<file path="src/rtl/serial_link_pkg.sv">
// Shared definitions for the MSB-first serial word link.
// Used by both the transmitter and the receiver.
package serial_link_pkg;

  localparam int SERIAL_WORD_W = 10;

  typedef enum logic [1:0] {
    IDLE  = 2'd0,
    SHIFT = 2'd1,
    WAIT  = 2'd2
  } state_t;

endpackage

</file>
<file path="src/rtl/serial_in_shreg.sv">
// Serial-in, parallel-out shift register for the word receiver.
// load_first restarts the register with a single (MSB) bit.
module serial_in_shreg #(
  parameter int WIDTH = 10
) (
  input  logic             clk,
  input  logic             rst,
  input  logic             shift_en,
  input  logic             load_first,
  input  logic             din,
  output logic [WIDTH-1:0] q
);

  always_ff @(posedge clk or posedge rst) begin
    if (rst) begin
      q <= '0;
    end else if (load_first) begin
      q <= {{(WIDTH-1){1'b0}}, din};
    end else if (shift_en) begin
      q <= {q[WIDTH-2:0], din};
    end
  end

endmodule

</file>
<file path="src/rtl/serial_word_receiver.sv">
// Receive side of the MSB-first serial word link with a one-word
// holding register, valid/ready output and sticky error flags.
module serial_word_receiver
  import serial_link_pkg::*;
#(
  parameter int WIDTH = SERIAL_WORD_W,
  parameter int CNT_W = $clog2(WIDTH + 1)
) (
  input  logic             clk,
  input  logic             rst,
  input  logic             sin_valid,
  input  logic             sin,
  input  logic             sof,
  output logic [WIDTH-1:0] word_out,
  output logic             word_valid,
  input  logic             word_ready,
  output logic             busy,
  output logic [CNT_W-1:0] bit_cnt,
  output logic             frame_err,
  output logic             overrun,
  input  logic             clr_err
);

  state_t           state, nstate;
  logic [WIDTH-1:0] shreg;
  logic [WIDTH-1:0] done_word;
  logic [CNT_W-1:0] cnt_nxt;
  logic             shift_en, load_first;
  logic             ld_out, ld_held;
  logic             ferr_set, ovr_set;
  logic             hold_free;

  serial_in_shreg #(.WIDTH(WIDTH)) u_shreg (
    .clk        (clk),
    .rst        (rst),
    .shift_en   (shift_en),
    .load_first (load_first),
    .din        (sin),
    .q          (shreg)
  );

  assign done_word = {shreg[WIDTH-2:0], sin};
  assign hold_free = !word_valid || word_ready;
  assign busy      = (state != IDLE);

  always_comb begin
    nstate     = state;
    cnt_nxt    = bit_cnt;
    shift_en   = 1'b0;
    load_first = 1'b0;
    ld_out     = 1'b0;
    ld_held    = 1'b0;
    ferr_set   = 1'b0;
    ovr_set    = 1'b0;
    unique case (state)
      IDLE: begin
        if (sin_valid && sof) begin
          load_first = 1'b1;
          cnt_nxt    = CNT_W'(1);
          nstate     = SHIFT;
        end
      end
      SHIFT: begin
        if (sin_valid && sof) begin
          load_first = 1'b1;
          cnt_nxt    = CNT_W'(1);
          ferr_set   = 1'b1;
        end else if (sin_valid) begin
          shift_en = 1'b1;
          if (bit_cnt == CNT_W'(WIDTH - 1)) begin
            if (hold_free) begin
              ld_out  = 1'b1;
              cnt_nxt = '0;
              nstate  = IDLE;
            end else begin
              cnt_nxt = CNT_W'(WIDTH);
              nstate  = WAIT;
            end
          end else begin
            cnt_nxt = bit_cnt + CNT_W'(1);
          end
        end
      end
      WAIT: begin
        // Bits arriving here are lost, even when the hold frees up.
        ovr_set = sin_valid;
        if (word_ready) begin
          ld_out  = 1'b1;
          ld_held = 1'b1;
          cnt_nxt = '0;
          nstate  = IDLE;
        end
      end
      default: begin
        nstate  = IDLE;
        cnt_nxt = '0;
      end
    endcase
  end

  always_ff @(posedge clk or posedge rst) begin
    if (rst) begin
      state      <= IDLE;
      bit_cnt    <= '0;
      word_out   <= '0;
      word_valid <= 1'b0;
      frame_err  <= 1'b0;
      overrun    <= 1'b0;
    end else begin
      state   <= nstate;
      bit_cnt <= cnt_nxt;
      if (ld_out) begin
        word_out   <= ld_held ? shreg : done_word;
        word_valid <= 1'b1;
      end else if (word_ready) begin
        word_valid <= 1'b0;
      end
      frame_err <= ferr_set | (frame_err & ~clr_err);
      overrun   <= ovr_set | (overrun & ~clr_err);
    end
  end

endmodule

</file>
<file path="config.mk">
export PLATFORM = sky130hd
export DESIGN_NAME = serial_word_receiver
export DESIGN_NICKNAME = d
export VERILOG_FILES = /design/src/rtl/serial_link_pkg.sv /design/src/rtl/serial_in_shreg.sv /design/src/rtl/serial_word_receiver.sv
export SDC_FILE = /design/constraint.sdc
export NUM_CORES = 1
export LEC_CHECK = 0
export CAP_MARGIN = 15
export CORE_ASPECT_RATIO = 1.1
export CORE_MARGIN = 2
export CORE_UTILIZATION = 46
export CTS_BUF_LIST = sky130_fd_sc_hd__clkbuf_8 sky130_fd_sc_hd__clkbuf_16
export DETAILED_ROUTE_END_ITERATION = 10
export PLACE_DENSITY = 0.8
export SYNTH_ARGS = -nofsm -noshare
export SYNTH_HDL_FRONTEND = slang
export SYNTH_SLANG_ARGS = --single-unit
</file>
<file path="constraint.sdc">
create_clock -name clk -period 1.5 [get_ports clk]
set_input_delay 0.3 -clock clk [delete_from_list [all_inputs] [get_ports clk]]
set_output_delay 0.3 -clock clk [all_outputs]
set_load 0.03 [all_outputs]
</file>
==> flow_summary_export.csv <==
group,metric,value,unit
status,status,"finished, violations left",
status,violations,"setup timing",
logic_synthesis,netlist.area_leader.share,51.8,%
global_routing,grt-ovfl-total,0,
critical_path,critical_path.slowest_cell,"dfrtp_1",
logic_synthesis,ys_ff_latch,29,
clock_tree,cts-root-buf,"clkbuf_8",
critical_path,worstPathMaxFanout,10,
logic_synthesis,synth_edf_count,0,
placement,dp_cells,209,
cells_and_area,nets,202,
drt,first_pass_iters,4,
pwr,pwr-share-seq,34.6,%
drt,wl_per_cell,16.9,µm
clock_tree,cts_tree,"yes",
cells_and_area,final_common_cell,"dfrtp_1",
sta,hold_viol_final,0,
logic_synthesis,yosys-top-cells-area,"dfrtp_1, o221a_1, nand2_1",
die,core-area,2970,µm²
critical_path,path_buf_inv,1,
drt,drc,0,
critical_path,end_kind,"register",
critical_path,worstPathArrival,1.84,ns
drt,drt_iter0_drc,33,
clock_tree,cts_num_sinks,29,
global_routing,antenna_found_initial,0,
die,start_util,47.2,%
sta,rsz0062_at_grt,"true",
die,design.die.area,3500,µm²
sta,period_needed,1.66,ns
logic_synthesis,synthCells,136,
sta,tightest_slew,0.361,ns
pwr,vdd_drop_max,1050,µV
cells_and_area,n_antenna_cell,0,
cells_and_area,instances_no_fill,225,
sta,drv_slew,0,
die,fp-row-count,21,
critical_path,critPathMaxStageDelay,0.40,ns
global_routing,grt_use_total,23.4,%
drt,via_per_inst,5.59,
global_routing,grt_pass1_vias,1293,
sta,fin_ws,-0.163,ns
pwr,power.share.clock,25.0,%
sta,setup_viol,18,
placement,hpwl,2560,µm
sta,maxClockFrequency,601,MHz
logic_synthesis,netlist_area,1400,µm²
clock_tree,htree_levels,2,
critical_path,path_cells,"inv_2, ha_4, and3b_1, nand4_1, a21o_4, o221a_1",
critical_path,startpoint_type,"register",
worst_hold_path,holdCritPathClass,"in -> async",
clock_tree,insertion_delay,0.29,ns
drt,routed-via-count,1258,
sta,setup-tns-final,-2.26,ns
cells_and_area,syn2layout_area_growth,50.5,%
pwr,p_switching,0.989,mW
logic_synthesis,yosysSeqAreaShare,51.8,%
drt,postRouteAntennaNets,0,
critical_path,worstPathRequired,1.67,ns
cells_and_area,final_layout_size_suffix_gt1_share,38.7,%
pwr,leakagePower,0.997,nW
sta,post-route-period-util,111,%
logic_synthesis,synth-async-reset-ratio,100,%
die,die_h,61.9,µm
logic_synthesis,ys.flop_type,"dfrtp_1",
sta,maxSlewHeadroom,75.9,%
pwr,power_density,1350,nW/µm²
clock_tree,clockBufferDepth,2,
critical_path,cp_top_family,"compound AO/OA/AOI/OAI gates",
cells_and_area,layout_common_cells,"dfrtp_1, nand2_1, buf_4",
die,die_w,56.6,µm
clock_tree,cts_made_buffers,5,
global_routing,grt_max_degree,24,
clock_tree,clkSlewWorstSetupHoldPaths,0.06,ns
die,ios,25,
global_routing,grt_pass1_wl,6070,µm
pwr,intPower,1.86,mW
pwr,p_comb_share,40.4,%
logic_synthesis,synth.largest_area_cell,"dfrtp_1",
placement,port_buffers,24,
critical_path,path_class,"reg -> reg",
job,cap_violations,0,
sta,skew,0.00421,ns
drt,totalWireLength,3800,µm
logic_synthesis,syn-num-nets,148,
placement,place_congestion,0.839,
logic_synthesis,yosys_warnings,0,
logic_synthesis,ys_types,28,
pwr,switching_share,34.7,%
logic_synthesis,syn_avg_cell_area,10.3,µm²
## routing by layer
metal | wire, µm | global-route usage, % | vias to the layer above
li1 | - | - | 591
met2 | 2040 | 41.9 | 37
met3 | 180 | 5.80 | 4
met1 | 1540 | 28.3 | 626
met4 | 40 | 7.48 | 0
met5 | 0 | 0 | -
## final timing paths
path,start,to,slack [ns],cells past startpoint
min in group clk,u_shreg.q[9],u_shreg.q[9],0.51,2
setup reg to reg,state[1],word_out[8],-0.16,6
setup / recovery,state[1],word_out[8],-0.16,6
hold reg to reg,u_shreg.q[9],u_shreg.q[9],0.51,2
hold / removal,rst,bit_cnt[3],0.29,2
max in group asynchronous,rst,u_shreg.q[3],0.77,3
## per-stage QoR
step                      hold WS [ns]  instance area [µm²]  util [%]  setup slack [ns]  power [mW]
final                            0.295                 2110      71.0            -0.163        2.85
after global routing             0.314                 2110      71.0            -0.233        3.00
after CTS                        0.282                 2060      69.3            -0.118        2.81
after detailed placement         0.518                 1870      62.9            -0.357        1.98
after global placement           0.512                 1870      62.9            -0.314        1.94
after floorplan                  0.378                 1460         -            -0.144        1.58
## worst register-to-register path, delay by kind of cell (launching register included)
family          cells  cell delay [ns]
buf+inv             1             0.11
flops               1             0.40
simple gates        2             0.35
fa+ha+maj           1             0.14
compound gates      2             0.54
## cells by family (layout without fill, tap and decap cells)
group                      count (synthesis)  after routing  share of synthesized area, %
AOI/OAI and AO/OA                         34             34                          18.4
adders and majority gates                  5              5                          4.47
buffers and inverters                     12             67                          3.84
DFF                                       29             29                          51.8
muxes                                      3              3                          2.23
and+or+nand+nor                           53             53                          19.2
## sequential cells by signal, summed over array words and instances (netlist names)
signal      count
u_shreg.q      10
word_out       10
bit_cnt         4
state           2
frame_err       1
overrun         1
word_valid      1
## power groups by stage
stage | registers [mW] | logic (mW) | clock network, mW
floorplan | 1.10 | 0.481 | 0
detailed placement | 1.00 | 0.982 | 0
global placement | 0.991 | 0.944 | 0
global route | 0.998 | 1.24 | 0.767
CTS | 0.985 | 1.10 | 0.723
finish | 0.984 | 1.15 | 0.713
## synth_stat cells, drive strengths merged (2+ instances only)
master / number
nand3: 6
nand2: 24
a21o: 2
or2: 11
clkbuf: 3
nand3b: 2
a21oi: 12
ha: 5
o221a: 10
dfrtp: 29
nand2b: 3
o21ai: 6
mux2i: 2
and3b: 2
inv: 8
## layout make-up
type / instances / area, µm²
inverters: 8 / 33.8
clock buffers: 7 / 96.3
flip-flops and latches: 29 / 728
well taps: 34 / 42.5
multi-input cells: 95 / 732
fillers: 213 / 862
clock inverters: 1 / 5.00
repair buffers: 51 / 469
## what timing repair did
item | in CTS | in global routing
gates resized for setup | 35 | 11
cloned | 0 | 1
buffers inserted | 5 | 2
setup endpoints to repair | 35 | 28
pin swaps | 3 | 3
hold buffers | 0 | 0
No activity file was read; power rests on OpenSTA's default activity.
